--- config.mk ---
export PLATFORM = sky130hd
export DESIGN_NAME = minibyte_arb_mux
export DESIGN_NICKNAME = d
export VERILOG_FILES = /design/src/rtl/minibyte_mux_pkg.sv /design/src/rtl/minibyte_arbiter.sv /design/src/rtl/minibyte_arb_mux.sv
export SDC_FILE = /design/constraint.sdc
export NUM_CORES = 1
export LEC_CHECK = 0
export BUFFER_PORTS_ARGS = -buffer_cell sky130_fd_sc_hd__buf_4
export CORE_MARGIN = 2
export CORE_UTILIZATION = 40
export CTS_CLUSTER_DIAMETER = 200
export DETAILED_ROUTE_END_ITERATION = 7
export PLACE_DENSITY_LB_ADDON = 0.25
export SKIP_CTS_REPAIR_TIMING = 1
export SKIP_LAST_GASP = 1
export SLEW_MARGIN = 15
export SYNTH_ARGS = -nofsm -noshare
export SYNTH_HDL_FRONTEND = slang
export SYNTH_SLANG_ARGS = --single-unit
--- constraint.sdc ---
create_clock -name clk_in -period 4.45 [get_ports clk_in]
set_input_delay 0.445 -clock clk_in [delete_from_list [all_inputs] [get_ports clk_in]]
set_output_delay 0.445 -clock clk_in [all_outputs]
set_load 0.02 [all_outputs]
--- src/rtl/minibyte_mux_pkg.sv ---
// Shared constants and helpers for the minibyte arbitrating multiplexer family.
package minibyte_mux_pkg;

  localparam int MINIBYTE_ARB_FIXED = 0;
  localparam int MINIBYTE_ARB_RR    = 1;

  // Width of a channel index; a single channel still needs one bit.
  function automatic int idx_width(input int num_ch);
    return (num_ch <= 1) ? 1 : $clog2(num_ch);
  endfunction

endpackage

--- src/rtl/minibyte_arbiter.sv ---
// Combinational arbiter: fixed priority (lowest index) or round robin from a pointer.
module minibyte_arbiter
  import minibyte_mux_pkg::*;
#(
  parameter int NUM_CH = 4,
  parameter int MODE   = MINIBYTE_ARB_RR,
  parameter int IDX_W  = idx_width(NUM_CH)
) (
  input  logic [NUM_CH-1:0] req,
  input  logic [IDX_W-1:0]  ptr,
  output logic [NUM_CH-1:0] grant,
  output logic [IDX_W-1:0]  grant_idx,
  output logic              any_grant
);

  localparam bit IS_RR = (MODE == MINIBYTE_ARB_RR);

  // Both modes walk the ring once; fixed priority simply always starts at 0.
  always_comb begin
    int  base;
    int  ch;
    logic found;
    // NOTE: every variable gets a default before the search so no latch is inferred.
    grant     = '0;
    grant_idx = '0;
    found     = 1'b0;
    base      = IS_RR ? int'(ptr) : 0;
    ch        = 0;
    for (int off = 0; off < NUM_CH; off++) begin
      ch = base + off;
      if (ch >= NUM_CH) ch = ch - NUM_CH;
      if (!found && req[ch]) begin
        found     = 1'b1;
        grant[ch] = 1'b1;
        grant_idx = IDX_W'(ch);
      end
    end
  end

  assign any_grant = |req;

endmodule

--- src/rtl/minibyte_arb_mux.sv ---
// N-channel registered arbitrating multiplexer with valid/ready on every side.
module minibyte_arb_mux
  import minibyte_mux_pkg::*;
#(
  parameter int WIDTH  = 8,
  parameter int NUM_CH = 4,
  parameter int MODE   = MINIBYTE_ARB_RR,
  parameter int IDX_W  = idx_width(NUM_CH)
) (
  input  logic                    clk_in,
  input  logic                    rst_in,
  input  logic [NUM_CH*WIDTH-1:0] in_data_in,
  input  logic [NUM_CH-1:0]       in_valid_in,
  output logic [NUM_CH-1:0]       in_ready_out,
  output logic [WIDTH-1:0]        out_data_out,
  output logic                    out_valid_out,
  input  logic                    out_ready_in,
  output logic [IDX_W-1:0]        out_idx_out
);

  localparam bit IS_RR = (MODE == MINIBYTE_ARB_RR);

  logic [IDX_W-1:0]  rr_ptr;
  logic [IDX_W-1:0]  ptr_next;
  logic [NUM_CH-1:0] grant;
  logic [IDX_W-1:0]  grant_idx;
  logic              any_grant;
  logic              slot_free;
  logic              load;
  logic [WIDTH-1:0]  win_data;

  minibyte_arbiter #(
    .NUM_CH (NUM_CH),
    .MODE   (MODE),
    .IDX_W  (IDX_W)
  ) u_arbiter (
    .req       (in_valid_in),
    .ptr       (rr_ptr),
    .grant     (grant),
    .grant_idx (grant_idx),
    .any_grant (any_grant)
  );

  assign slot_free = ~out_valid_out | out_ready_in;

  // Ready is forced low while reset is held, even though the slot looks free.
  assign in_ready_out = (rst_in || !slot_free || !any_grant) ? '0 : grant;
  assign load         = |(in_valid_in & in_ready_out);

  // AND-OR select on the one-hot grant keeps the data path free of a wide index multiply.
  always_comb begin
    win_data = '0;
    for (int i = 0; i < NUM_CH; i++) begin
      if (grant[i]) win_data = win_data | in_data_in[i*WIDTH +: WIDTH];
    end
  end

  assign ptr_next = (grant_idx == IDX_W'(NUM_CH - 1)) ? '0 : grant_idx + 1'b1;

  // NOTE: sequential state uses non-blocking assignments so all registers update together.
  always_ff @(posedge clk_in or posedge rst_in) begin
    if (rst_in) begin
      out_data_out  <= '0;
      out_idx_out   <= '0;
      out_valid_out <= 1'b0;
      rr_ptr        <= '0;
    end else if (load) begin
      out_data_out  <= win_data;
      out_idx_out   <= grant_idx;
      out_valid_out <= 1'b1;
      if (IS_RR) rr_ptr <= ptr_next;
    end else if (out_ready_in) begin
      out_valid_out <= 1'b0;
    end
  end

endmodule

### Yosys cells after proc, flatten, opt, wreduce, memory -nomap -nowiden

Cells that the tools add are included.

| cells by class | value |
|---|---|
| equal/unequal tests | 1 |
| magnitude comparators | 12 |
| reductions and logical operators | 17 |
| muxes and demuxes | 43 |
| $add $sub $neg | 8 |
| bitwise logic cells | 9 |

Operators with widths:

| cell | number |
|---|---|
| >= comparator 32 x 1 -> 1 bit, second input constant | 4 |
| less-than comparator 32 x 4 -> 1 bit, second input constant | 4 |
| two-way mux 32 bit | 4 |
| >= comparator 32 x 4 -> 1 bit, second input constant | 3 |
| subtractor 32 x 4 -> 32 bit, second input constant | 3 |
| two-way mux 8 bit | 4 |
| bitwise OR 8 bit | 3 |
| two-way mux 4 bit | 5 |
| two-way mux 1 bit | 17 |
| bitwise OR 4 bit | 3 |
| two-way mux 2 bit | 5 |
| binary-select mux 1 bit (select 2 bit) | 4 |
| demux 1 bit (select 2 bit) | 4 |
| OR reduction 4 bit | 2 |
| logical AND 1 bit | 7 |
| adder 2 x 2 -> 3 bit, second input constant | 2 |
| zero test 1 bit | 5 |
| bitwise AND 4 bit | 1 |
| subtractor 2 x 3 -> 4 bit, second input constant | 1 |
| adder 2 x 1 -> 3 bit, second input constant | 1 |
| >= comparator 2 x 3 -> 1 bit, second input constant | 1 |
| adder 2 x 1 -> 2 bit, second input constant | 1 |
| == test 2 bit, second input constant | 1 |
| logical OR 1 bit | 2 |
| 3 further kinds | 3 |

| storage, ports and cells | value |
|---|---|
| bits in registers | 13 |

### Depth between registers and ports, before layout

| depth | value |
|---|---|
| depth after elaboration | 22 |
| gate-level depth with buffers | 13 |
| depth with buffers taken out | 9 |

### Cells and area by module

Synthesis repeated with hierarchy kept, for this count alone.

| second synthesis, totals | value |
|---|---|
| cells, all modules | 122 |
| area, all modules | 1296.2 sq um |

By module, submodules not included:

| module | area an instance (sq um) | cells each | times used | sequential area each (sq um) |
|---|---|---|---|---|
| minibyte_arb_mux | 813.3 | 68 | 1 | 325.3 |
| minibyte_arbiter | 483.0 | 54 | 1 | 0.0 |

### Worst setup path before layout

No wires, ideal clock.

| path | value |
|---|---|
| path type | reg2out |
| start | reg rr_ptr[1] |
| end | out in_ready_out[0] |
| buffers on the path | 2 |
| cell stages (with the launch flop) | 10 |
| setup slack | 1.105 ns |
| required time | 4.005 ns |
| data arrival time | 2.900 ns |
| cells stage by stage | dfrtp_1 clkbuf_1 inv_1 ha_1 mux4_2 a311oi_4 a221o_1 a21o_1 clkbuf_1 nor2b_1 |

| on the way | value |
|---|---|
| longest elaborated chain between the ends | 16 |

Ends and longest elaborated chain:

| what | line | text |
|---|---|---|
| from (decl) | minibyte_arb_mux.sv:23 | `logic [IDX_W-1:0] rr_ptr;` |
| from (signal assigned) | minibyte_arb_mux.sv:71 | `if (IS_RR) rr_ptr <= ptr_next;` |
| parallel branches: the longest is 14 deep, another holds subtractor 32 x 4 -> 32 bit | n/a |  |
| two-way mux 4 bit (*) | minibyte_arbiter.sv:32 | `if (!found && req[ch]) begin` |
| two-way mux 4 bit (*) | minibyte_arb_mux.sv:47 | `assign in_ready_out = (rst_in \|\| !slot_free \|\| !any_grant) ? '0 : grant;` |
| to (decl) | minibyte_arb_mux.sv:14 | `output logic [NUM_CH-1:0] in_ready_out,` |

Every way passes the cells marked *. The select of a mux whose other input is x is not followed.

==> impl_metrics.ini <==
[place]
dp_hpwl_um = 2860
port_buffers = 53
routabilityCongestion = 0.827
dp_slack_ns = 0.541
place_area_um2 = 1770

[yosys]
yosys-top-cells-area = dfrtp_1 (24%), mux2_4 (6.6%), a22o_1 (6.4%)
syn_inst = 153
yosys.area.top_type_share_pct = 23.9
synth.distinct_cells = 51
synth_largest_area_cell = dfrtp_1
syn_area_per_cell_um2 = 8.91
synthesis.area_um2 = 1360
ys_ff_latch = 13
yosysSeqAreaShare_pct = 23.9
synth_warnings = 0
synth.most_common_cell = nand2_1
synth_async_sr_flop_share_pct = 100
synthTopCellsByCount = nand2_1 (17), inv_1 (15), dfrtp_1 (13), o21ai_0 (13), a22o_1 (10)
synth_fp_nets = 196
synthFlopType = dfrtp_1
synth_edf_count = 0

[routing]
drtPass1Iterations = 5
ant_nets = 0
vias = 1393
vias_per_cell = 5.62
wl_per_cell_um = 14.8
drt_iter0_drc = 99
drc_errors = 0
wl_um = 3670

[pwr]
cellPowerDensity_nw_per_um2 = 755
leakagePower_nw = 0.903
ir_drop_mv = 0.306

[clock_tree]
clk_path_buf_depth = 2
ctsHtreeMaxLevel = 1
cts_tree = yes
clk_pin_slew_ns = 0.08
clk-insertion-delay-late_ns = 0.27
cts.sinks = 13
root_buffer = clkbuf_4
cts_buffers = 3

[floorplan]
dieArea_um2 = 3890
chipHeight_um = 62.4
core_um2 = 3310
die_x_um = 62.4
pin_count = 54
rows = 21
initial_utilization_pct = 41.2

[status]
status = finished clean

[global_routing]
overflow = 0
grt_pass1_vias = 1344
grt_start_max_net_pins = 16
antenna_found_initial = 0
grt_pass1_wl_um = 6290
grt_usage_pct = 19.6

[min_path]
hold_path_class = primary input to async pin

[sta]
min_period_ns = 4.09
clock.fmax_ghz = 0.244
tightest_slew_ns = 0.486
fin_crit_sh_pct = 91.9
rsz0062_at_grt = no
fin_ws_ns = 0.360
hold_viol = 0
holdWs_ns = 0.191
finClkSkew_ns = 0.00672
drv_slew = 0
setup_violations = 0
slew_headroom_pct = 67.6
fin_setup_tns_ns = 0

[finish]
design_area_um2 = 1800
fillers = 337
fin_util_pct = 54.2
regArea_um2 = 325
syn2layout_area_growth_pct = 31.7
post_route_cells_drive_above_1_share_pct = 37.1
multi_input_area_um2 = 916
diodes = 0
fin_nets = 246

[job]
cap_violations = 0

[setup_path]
worst_ep_arrival_time_ns = 3.65
path_max_fanout = 15
crit_path_end_kind = output port
regToRegEndpoint = out_data_out[6]
criticalPathCategory = flip-flop to output port
reg2regPathDepth = 9
critPathLaunchType = flip-flop
required_ns = 4.01
r2r_slack_ns = 0.50
-- flip-flops by register name (all words and copies together), names as in the netlist, named ones only --
name / cells
out_data_out: 8
out_idx_out: 2
out_valid_out: 1
rr_ptr: 1
-- layout by cell type, fill, tap and decap left out, types with 2 or more instances in the layout --
cell	instances
a21o_1	2
nor2_1	3
nand3b_1	2
nand2_1	17
mux2_2	4
mux2i_1	3
a21oi_1	2
dfrtp_1	13
a22o_1	10
nor2b_1	4
o21ai_0	13
a211o_1	8
a221o_1	3
inv_1	15
mux4_2	2
buf_4	55
o21ai_1	2
mux2_4	6
ha_1	4
clkbuf_4	3
nand3_1	2
-- routing by layer --
metal | global-route usage, % | part of all wire (%)
met2 | 32.1 | 47
met5 | 0 | 0
met4 | 4.44 | 1.4
met3 | 4.86 | 6.8
met1 | 26.2 | 44
-- worst max path at each step --
stage,startpoint,endpoint,slack (ns),cells past startpoint
floorplan,rr_ptr[1],in_ready_out[0],1.11,9
global placement,flip-flop,out_data_out[2],0.70,9
detailed placement,flip-flop,out_data_out[6],0.54,9
CTS,flip-flop,in_ready_out[0],0.35,8
global route,flip-flop,in_ready_out[0],0.07,8
finish,flip-flop,in_ready_out[0],0.36,8
-- kinds of logic after synthesis --
group	after synthesis	share of synthesized area (%)
simple gates	37	13.7
xor+xnor	1	0.642
flops	13	23.9
compound gates	58	33.8
mux	15	15.4
buf+inv	25	8.99
fa+ha+maj	4	3.67
-- report_power, final --
part,leakage (nW),internal [mW],total [mW],switching (mW)
Combinational,0.728,0.501,1.04,0.541
Sequential,0.157,0.179,0.241,0.0622
Clock,0.0177,0.0333,0.0713,0.0381
Total,0.903,0.714,1.35,0.641
-- area by class of cell --
type | count | area share, %
Sequential cell | 13 | 18.1
Multi-Input combinational cell | 115 | 51.0
Clock buffer | 3 | 1.25
Clock inverter | 1 | 0.279
Timing Repair Buffer | 55 | 23.0
Tap cell | 46 | 3.21
Inverter | 15 | 3.14
-- worst max-delay path: stages, from the launching register on --
cell and delay [ns]:
dfrtp_1 0.65, inv_1 0.24, ha_1 0.59, mux4_2 0.65, a311oi_4 0.35, a221o_1 0.25
a21o_1 0.29, nor2b_1 0.19, buf_4 0.16
-- through the flow --
stage,cells,power [mW]
6_report,248,1.35
5_1_grt,248,1.47
4_1_cts,248,1.36
3_5_place_dp,244,1.28
2_1_floorplan,153,1.02
3_3_place_gp,244,1.25
Power figures use the tool's default switching activity.
